===== src/rtl/bcd_updown_count_if.sv =====
// Signal bundle between a BCD up/down counter and whatever drives it.
// Master drives the controls and load value; slave is the counter itself.
interface bcd_updown_count_if #(
  parameter int unsigned DIGITS = 2
) ();
  logic                  CE;
  logic                  UD;
  logic                  LD;
  logic [4*DIGITS-1:0]   D;
  logic [4*DIGITS-1:0]   Q;
  logic                  CO;
  logic                  ERR;

  modport master (
    output CE, UD, LD, D,
    input  Q, CO, ERR
  );

  modport slave (
    input  CE, UD, LD, D,
    output Q, CO, ERR
  );
endinterface


===== src/rtl/bcd_updown_count.sv =====
// Synchronous N-digit BCD up/down counter with parallel load and cascade output.
// Digit carries and borrows are combinational enables; every digit runs on CK.
module bcd_updown_count #(
  parameter int unsigned DIGITS = 2
) (
  input  logic                     CK,
  input  logic                     SR,
  bcd_updown_count_if.slave        bus
);
  localparam int unsigned W = 4 * DIGITS;

  logic [W-1:0]      q_q, q_d;
  logic              err_q, err_d;
  logic [DIGITS-1:0] step_up, step_dn;
  logic              all9, all0;

  // step_up[i] is high when every lower digit is 9 (ripple enable, not a clock)
  always_comb begin
    logic run_up, run_dn;
    run_up = 1'b1;
    run_dn = 1'b1;
    step_up = '0;
    step_dn = '0;
    for (int i = 0; i < DIGITS; i++) begin
      step_up[i] = run_up;
      step_dn[i] = run_dn;
      run_up     = run_up & (q_q[4*i +: 4] == 4'd9);
      run_dn     = run_dn & (q_q[4*i +: 4] == 4'd0);
    end
    all9 = run_up;
    all0 = run_dn;
  end

  always_comb begin
    logic [3:0] dig;
    q_d   = q_q;
    err_d = err_q;
    dig   = 4'd0;
    if (bus.LD) begin
      for (int i = 0; i < DIGITS; i++) begin
        dig = bus.D[4*i +: 4];
        if (dig > 4'd9) begin
          q_d[4*i +: 4] = 4'd0;
          err_d         = 1'b1;
        end else begin
          q_d[4*i +: 4] = dig;
        end
      end
    end else if (bus.CE) begin
      for (int i = 0; i < DIGITS; i++) begin
        dig = q_q[4*i +: 4];
        if (bus.UD && step_up[i]) begin
          q_d[4*i +: 4] = (dig == 4'd9) ? 4'd0 : dig + 4'd1;
        end else if (!bus.UD && step_dn[i]) begin
          q_d[4*i +: 4] = (dig == 4'd0) ? 4'd9 : dig - 4'd1;
        end
      end
    end
  end

  always_ff @(posedge CK) begin
    if (SR) begin
      q_q   <= '0;
      err_q <= 1'b0;
    end else begin
      q_q   <= q_d;
      err_q <= err_d;
    end
  end

  assign bus.Q   = q_q;
  assign bus.ERR = err_q;
  // High only on the edge that wraps, so it can drive the next stage's CE directly
  assign bus.CO  = bus.CE & ~bus.LD & ~SR & (bus.UD ? all9 : all0);

endmodule


===== src/flat_wrapper.sv =====
// flat-port wrapper written by rule: the top's interface ports become plain ports
module bcd_updown_count_flat 
#(
  parameter int unsigned DIGITS = 2
)
  (CK, SR, bus_CE, bus_UD, bus_LD, bus_D, bus_Q, bus_CO, bus_ERR);
  bcd_updown_count_if #(.DIGITS(DIGITS)) bus_i ();
  input  logic CK;
  input  logic SR;
  input wire logic [$bits(bus_i.CE)-1:0] bus_CE;
  input wire logic [$bits(bus_i.UD)-1:0] bus_UD;
  input wire logic [$bits(bus_i.LD)-1:0] bus_LD;
  input wire logic [$bits(bus_i.D)-1:0] bus_D;
  output wire logic [$bits(bus_i.Q)-1:0] bus_Q;
  output wire logic [$bits(bus_i.CO)-1:0] bus_CO;
  output wire logic [$bits(bus_i.ERR)-1:0] bus_ERR;
  assign bus_i.CE = bus_CE;
  assign bus_i.UD = bus_UD;
  assign bus_i.LD = bus_LD;
  assign bus_i.D = bus_D;
  assign bus_Q = bus_i.Q;
  assign bus_CO = bus_i.CO;
  assign bus_ERR = bus_i.ERR;
  bcd_updown_count #(.DIGITS(DIGITS)) u_core (.CK(CK), .SR(SR), .bus(bus_i));
endmodule

===== config.mk =====
export PLATFORM = sky130hd
export DESIGN_NAME = bcd_updown_count_flat
export DESIGN_NICKNAME = d
export VERILOG_FILES = /design/src/rtl/bcd_updown_count_if.sv /design/src/rtl/bcd_updown_count.sv /design/src/flat_wrapper.sv
export SDC_FILE = /design/constraint.sdc
export NUM_CORES = 1
export LEC_CHECK = 0
export CELL_PAD_IN_SITES_DETAIL_PLACEMENT = 0
export CELL_PAD_IN_SITES_GLOBAL_PLACEMENT = 1
export CORE_UTILIZATION = 35
export CTS_CLUSTER_DIAMETER = 60
export CTS_CLUSTER_SIZE = 16
export DETAILED_ROUTE_END_ITERATION = 8
export PLACE_DENSITY = 0.85
export SYNTH_ARGS = -nofsm -noshare
export SYNTH_HDL_FRONTEND = slang
export SYNTH_SLANG_ARGS = --single-unit

===== constraint.sdc =====
create_clock -name CK -period 4.15 [get_ports CK]
set_input_delay 0.83 -clock CK [delete_from_list [all_inputs] [get_ports CK]]
set_output_delay 0.83 -clock CK [all_outputs]
set_load 0.05 [all_outputs]

* After elaboration in Yosys (flattened, before gate mapping)
Cells that the tools add are included.
** Operators by class
- Bitwise operators :: 7
- Muxes and demuxes :: 14
- Magnitude comparators :: 2
- Reduce and logical (&&, ||, !) cells :: 10
- Add/subtract/negate cells :: 4
- Equal/unequal tests :: 2
** Operators with widths (count)
- 4-bit 2-to-1 mux :: 9
- 8-bit 2-to-1 mux :: 2
- 4-bit by 1-bit adder with 4-bit output (second input constant) :: 2
- 4-bit equality test (second input constant) :: 2
- 4-bit > comparator (second input constant) :: 2
- 4-bit logical NOT :: 2
- 4-bit by 1-bit subtractor with 4-bit output (second input constant) :: 2
- 1-bit bitwise AND :: 5
- 2-bit AND reduction :: 2
- 2-bit nonzero test :: 2
- 1-bit 2-to-1 mux :: 3
- 3-bit nonzero test :: 1
- 1-bit logical AND :: 2
- 1-bit inverter :: 2
- 1-bit logical NOT :: 1
** Word-level totals
- Word-level logic and storage cells :: 42
- Register bits :: 9
- Output and inout port bits :: 10

* Depth between registers and ports, before layout
Gate-level depths: netlist of the first run.
- Word-level depth :: 6
- Gate-level depth with buffers :: 6
- Mapped depth without buffers :: 5

* Worst setup path after synthesis of the first run
Ideal clock, no wire load.
- Path type :: in2out
- Start :: input bus_UD
- End :: output bus_CO
- Setup slack :: 1.403 ns
- Path buffers :: 1
- Cell stages on the path :: 4
- Arrival :: 1.917 ns
- Data required time :: 3.320 ns
- Cell sequence :: buf_2 -> or4_1 -> mux2i_1 -> and4b_2
** On the way
- Word-level cells in the longest chain between the ends :: 2
** Ends and longest elaborated chain
- from (decl) :: RTL line flat_wrapper.sv:11 : input wire logic [$bits(bus_i.UD)-1:0] bus_UD;
- 1-bit 2-to-1 mux :: RTL line bcd_updown_count.sv:74 : assign bus.CO = bus.CE & ~bus.LD & ~SR & (bus.UD ? all9 : all0);
- 1-bit bitwise AND :: RTL line bcd_updown_count.sv:74
- to (decl) :: RTL line flat_wrapper.sv:15 : output wire logic [$bits(bus_i.CO)-1:0] bus_CO;
Every way passes these cells.

* Final worst setup path of the first run
Same ends and word-level chain as after synthesis.

==> results by group, run 1 <==
Status
  – Status: complete, no violations

Clock network
  – Clock transition at path regs: 0.06 ns
  – CTS Buffer Depth: 2
  – Hold_buf cts: 0
  – Clk root buf: clkbuf_4
  – Clk sinks: 9
  – TritonCTS clock tree: yes
  – Worst skew pair latency: roughly 0.25 ns
  – Cts bufs inserted: 3
  – Cts repair resizes: 0
  – H-tree Lvls: 1
  – Post-CTS Setup Inserts: 0

GRT
  – First-pass GRT wire length: between 3 and 4 mm
  – Total GRT Usage: 0.1710
  – Vias in the first global route: 782
  – Grt total ovfl: 0
  – Largest net degree at the start of global routing: 20
  – Initial antenna violation count: 0

Setup path
  – Reg2Reg Depth: 5
  – FF-to-FF End: u_core.bus.Q[6]$_SDFFE_PP0P_
  – Worst-path maximum fanout: 13
  – Critical path class: in -> out
  – Critical Path Sink: bus_CO
  – Worst r2r src: u_core.bus.Q[0]$_SDFFE_PP0P_
  – WP data arrival: ~2.5 ns
  – Critical path launch point type: input pin
  – Setup crit end kind: primary output
  – CP startpoint: bus_UD
  – Setup slack, reg-to-reg: 2.27 ns
  – Required @ worst endpoint: ~3.3 ns

Timing
  – Measured slew at the worst slew-check pin: 0.4948 ns
  – Layout Skew: 0.0005243 ns
  – Post-layout min period: about 3.3 ns
  – Setup TNS: 0 ns
  – Highest clock rate: 0.3013 GHz
  – Final setup vio count: 0
  – Period Utilization, post-route: 0.7999
  – Final Slew Violations: 0
  – RSZ-0062 raised after global routing: no
  – Final hold violation count: 0
  – Slew margin rel.: 0.6691

Floorplan
  – Initial Util: 0.3714
  – Die ar.: 2569 um2
  – Chip Width: 50.69 um
  – IO Pins: 23
  – Core Region: 2233 um2
  – Die height: ~51 um
  – Rows: 17

Place
  – Placed cell count: 154
  – Port bufs: 22
  – RePlAce Congestion: 0.8380
  – DP HPWL: 1.470 mm

Yosys
  – Syn avg cell area: 7.151 um2
  – Synth Register Bits: 9
  – Cells after Synth: between 100 and 150
  – Syn Nets: 129
  – Synth async-reset ratio: 0
  – Yosys warning count: 0
  – Cell variety after synth: 46
  – Netlist Area Pre-Place: 829.5 um2
  – Post-synth top flop: dfxtp_1
  – Sequential share of the synthesized area: 0.2172
  – Post-synth EDFFs: 0

Routing
  – DRT antenna net count: 0
  – Vias: 902
  – Residual DRC: 0
  – Routed vias/inst: 5.709
  – Wire per inst: approximately 13 um
  – 1st-pass router iterations: 5
  – DRT iter0 DRCs: 26
  – Drt total wl: between 2 and 2.5 mm

Cells and area
  – Final nets: 144
  – Commonest non-fill, non-tap cell in the layout: clkdlybuf4s50_1
  – Layout cells sized above 1: 0.09231
  – Final std cells w/o fill: between 150 and 200
  – Area of the multi-input gates: 570.5 um2
  – Antenna cell count: 0
  – FILL cells: 240
  – Register area: 180.2 um2
  – Layout area overhead: 26.40%
  – Most frequent cells in the layout: 21 x clkdlybuf4s50_1, 15 x nor2_1, 10 x a21oi_1, 9 x dfxtp_1, 8 x nand2_1

Pwr
  – Peak supply drop: approximately 0.19 mV
  – Leak: 0.0003543 uW
  – Pwr/cell area: 260.2 nW/um2

Worst hold path
  – Hold Crit Class: reg -> reg
  – Hold wc startpoint: u_core.bus.ERR$_SDFFE_PP0P_
  – Hold path depth: 2

Run
  – Max cap viols: 0
## synth_stat cells, drive strengths merged (2+ instances only)
library cell	n	share of area
dfxtp	9	0.22
buf	11	0.072
o31ai	2	0.018
nand2	8	0.036
a31oi	2	0.015
inv	3	0.014
nand4	4	0.030
nor2b	3	0.023
o22ai	2	0.015
and4b	2	0.026
nand2b	3	0.023
a21oi	11	0.080
nor3	3	0.018
a221oi	4	0.050
clkbuf	2	0.0091
nor2	15	0.068
o221ai	2	0.021
nand3	5	0.030
o21ai	6	0.041
## cells by family (layout without fill, tap and decap cells)
group                  Yosys count  count (layout)  synth area share
multiplexers                     1               1           0.01207
buffers and inverters           16              30           0.09503
AND/OR/NAND/NOR                 53              53            0.3499
XOR/XNOR                         2               2           0.02112
AO/OA/AOI/OAI                   35              35            0.3047
flip-flops                       9               9            0.2172
## power by group
group	switching [uW]	total (uW)	internal [uW]
sequential	15.7	108	92.5
combinational	56.1	99.4	43.3
clock	28.3	65.2	36.9
total	100	273	173
## metal layers
layer	global-route usage	vias to the layer above	routed length (um)
met5	0	-	0
li1	-	469	-
met2	0.2489	32	921
met4	0.09259	0	16
met1	0.2423	399	949
met3	0.01818	2	117
## per-stage QoR
stage          instance area, um2  worst slack (ns)  utilization  hold slack [ns]  total power [uW]
6_report                     1049            0.8305       0.4695           0.4714             272.9
4_1_cts                      1049            0.8273       0.4695           0.4830             277.0
2_1_floorplan               829.5             1.403            -           0.7232             178.8
5_1_grt                      1049            0.7419       0.4695           0.5241             291.9
3_3_place_gp                 1022            0.8509       0.4577           0.4512             208.0
3_5_place_dp                 1022            0.8297       0.4577           0.4639             209.4
## worst min-delay path by stage
stage | slack (ns) | endpoint
3_3_place_gp | 0.45 | u_core.bus.ERR$_SDFFE_PP0P_
6_report | 0.47 | u_core.bus.ERR$_SDFFE_PP0P_
2_1_floorplan | 0.72 | u_core.bus.ERR$_SDFFE_PP0P_
4_1_cts | 0.48 | u_core.bus.ERR$_SDFFE_PP0P_
5_1_grt | 0.52 | u_core.bus.ERR$_SDFFE_PP0P_
3_5_place_dp | 0.46 | u_core.bus.ERR$_SDFFE_PP0P_
## critical path, stage by stage
cell             delay (ns)
clkdlybuf4s50_1        0.60
or4_1                  0.50
mux2i_1                0.13
and4b_2                0.24
buf_4                  0.19
## area by class of cell
cell class / instances / area share
clock buffer: 4 / 0.02506
inverter: 3 / 0.01074
multi-input combinational: 91 / 0.5442
sequential: 9 / 0.1718
tap: 28 / 0.03341
timing repair buffer: 23 / 0.2148
## registers in the layout, indices dropped and copies added, names as in the netlist
name	cells
u_core.bus.ERR	1
u_core.bus.Q	8
No activity file was read; power rests on OpenSTA's default activity.
==> inputs of run 2 (changes only) <==
--- a/config.mk
+++ b/config.mk
@@ -7,11 +7,11 @@
 export LEC_CHECK = 0
 export CELL_PAD_IN_SITES_DETAIL_PLACEMENT = 0
 export CELL_PAD_IN_SITES_GLOBAL_PLACEMENT = 1
-export CORE_UTILIZATION = 35
+export CORE_UTILIZATION = 33
 export CTS_CLUSTER_DIAMETER = 60
 export CTS_CLUSTER_SIZE = 16
 export DETAILED_ROUTE_END_ITERATION = 8
-export PLACE_DENSITY = 0.85
+export PLACE_DENSITY = 0.81
 export SYNTH_ARGS = -nofsm -noshare
 export SYNTH_HDL_FRONTEND = slang
 export SYNTH_SLANG_ARGS = --single-unit
==> constraint.sdc (replaced) <==
create_clock -name CK -period 3.5 [get_ports CK]
set_input_delay 0.7 -clock CK [delete_from_list [all_inputs] [get_ports CK]]
set_output_delay 0.7 -clock CK [all_outputs]
set_load 0.05 [all_outputs]
==> results by group, run 2 (same netlist as run 1, synthesis figures left out) <==
Status
  – Status: complete, no violations

Timing
  – RSZ-0062 raised after global routing: no
  – Final setup vio count: 0 (unchanged)
  – Highest clock rate: 0.3388 GHz
  – Final hold violation count: 0 (unchanged)
  – Final Slew Violations: 0 (unchanged)
  – Measured slew at the worst slew-check pin: 0.4979 ns (+0.003090 ns)
  – Period Utilization, post-route: 0.8432
  – Slew margin rel.: 0.6670 (-0.002066)
  – Layout Skew: 0.01003 ns (+0.009510 ns)
  – Post-layout min period: around 3.0 ns
  – Hold Worst Slack: 0.4971 ns (+0.02571 ns)
  – Setup TNS: 0 ns (unchanged)

Setup path
  – Critical path launch point type: input pin
  – Critical path class: in -> out
  – Worst-path maximum fanout: 8 (-5)
  – Slowest Stage Delay on Critical Path: 0.63 ns (+0.03 ns)
  – WP data arrival: 2.25 ns (-0.24 ns)
  – Critical-path cell list: clkdlybuf4s50_1, or3b_4, and4b_2, buf_12
  – Required @ worst endpoint: 2.80 ns (-0.52 ns)
  – Critical-path top delay cell: clkdlybuf4s50_1
  – Setup crit end kind: primary output

Cells and area
  – Max reg flops: 8 (unchanged)
  – Layout cells sized above 1: 0.09924 (+0.006929)
  – Cell area after layout: 1069 um2 (+1.9%)
  – Antenna cell count: 0 (unchanged)
  – Final std cells w/o fill: 159 (+0.63%)
  – Commonest non-fill, non-tap cell in the layout: clkdlybuf4s50_1
  – Core Util, Final: 0.4651 (-0.004326)
  – Layout area overhead: 28.81%
  – Most frequent cells in the layout: 21 x clkdlybuf4s50_1, 15 x nor2_1, 10 x a21oi_1, 9 x dfxtp_1, 8 x nand2_1
  – Final nets: 145 (+0.69%)

Pwr
  – Leak: 0.0003618 uW (+2.1%)
  – Pwr/cell area: 306.6 nW/um2 (+18%)
  – Peak supply drop: 0.2034 mV (+8.0%)

Floorplan
  – Rows: 17 (unchanged)
  – Die ar.: 2718 um2 (+5.8%)
  – Core Region: 2297 um2 (+2.9%)
  – IO Pins: 23 (unchanged)
  – Die height: 52.14 um (+2.9%)
  – Initial Util: 0.3611 (-0.01032)
  – Chip Width: 52.14 um (+2.9%)

Routing
  – Wire per inst: 12.64 um (-0.38%)
  – Routed vias/inst: 5.528 (-3.2%)
  – Residual DRC: 0 (unchanged)
  – DRT antenna net count: 0 (unchanged)
  – 1st-pass router iterations: 4 (-1)
  – Drt total wl: 2.010 mm (+0.25%)
  – DRT iter0 DRCs: 30 (+15%)
  – Vias: 879 (-2.5%)

Clock network
  – TritonCTS clock tree: yes
  – Cts repair resizes: 0 (unchanged)
  – Hold_buf cts: 0 (unchanged)
  – CTS Buffer Depth: 2 (unchanged)
  – Clk root buf: clkbuf_4
  – Worst skew pair latency: 0.26 ns (about the same)
  – Cts bufs inserted: 3 (unchanged)
  – H-tree Lvls: 1 (unchanged)
  – Clock transition at path regs: 0.07 ns (about the same)
  – Clk sinks: 9 (unchanged)
  – Post-CTS Setup Inserts: 0 (unchanged)

Place
  – RePlAce Congestion: 0.7821 (-6.7%)
  – Port bufs: 22 (unchanged)
  – DP HPWL: 1.479 mm (+0.66%)
  – Placed cell count: 155 (+0.65%)
  – DP Area: 1042 um2 (+2.0%)

GRT
  – Largest net degree at the start of global routing: 19 (-5.0%)
  – First-pass GRT wire length: 3.305 mm (-3.0%)
  – Total GRT Usage: 0.1629 (-0.008030)
  – Initial antenna violation count: 0 (unchanged)
  – Vias in the first global route: 747 (-4.5%)
  – Grt total ovfl: 0 (unchanged)

Worst hold path
  – Hold Crit Class: reg -> reg

Run
  – Max cap viols: 0 (unchanged)
[run 2: changes by cell type in the layout (fill, tap and decap cells not counted), sizes merged]
cell,before,now
buf,2,3
[run 2: worst max-delay path: cells and delay by family]
family | cells | cell delay [ns]
simple gates | 2 | 0.78
buf+inv | 2 | 0.77
[run 2: worst paths after layout]
kind / cells past startpoint / to / slack [ns] / start
hold / removal: 2 / u_core.bus.ERR$_SDFFE_PP0P_ / 0.50 / u_core.bus.ERR$_SDFFE_PP0P_
setup / recovery: 4 / bus_CO / 0.55 / bus_CE
hold reg to reg: 2 / u_core.bus.ERR$_SDFFE_PP0P_ / 0.50 / u_core.bus.ERR$_SDFFE_PP0P_
setup reg to reg: 5 / u_core.bus.Q[6]$_SDFFE_PP0P_ / 1.67 / u_core.bus.Q[0]$_SDFFE_PP0P_
[run 2: routing by layer]
| layer | routed length (um) | up-vias | track usage |
|---|---|---|---|
| li1 | - | 462 | - |
| met1 | 997 | 386 | 0.2294 |
| met2 | 870 | 29 | 0.2265 |
| met3 | 127 | 2 | 0.03509 |
| met4 | 14 | 0 | 0.08772 |
| met5 | 0 | - | 0 |
[run 2: per-stage QoR]
step | power, uW | setup slack [ns]
after CTS | 330.6 | 0.5532
final | 327.6 | 0.5488
after detailed placement | 250.0 | 0.5570
after global placement | 249.3 | 0.5505
after floorplan | 212.0 | 1.013
after global routing | 352.0 | 0.4993
[run 2: layout make-up]
cell class | instances | area (um2)
Clock buffer | 4 | 26.28
Fill cell | 245 | 1229
Inverter | 3 | 11.26
Multi-Input combinational cell | 91 | 570.5
Sequential cell | 9 | 180.2
Tap cell | 28 | 35.03
Timing Repair Buffer | 24 | 245.2
[run 2: report_power, final]
part / switching (uW) / internal [uW]
Sequential: 18.9 / 110
Combinational: 66.2 / 52.6
Clock: 36.3 / 43.9
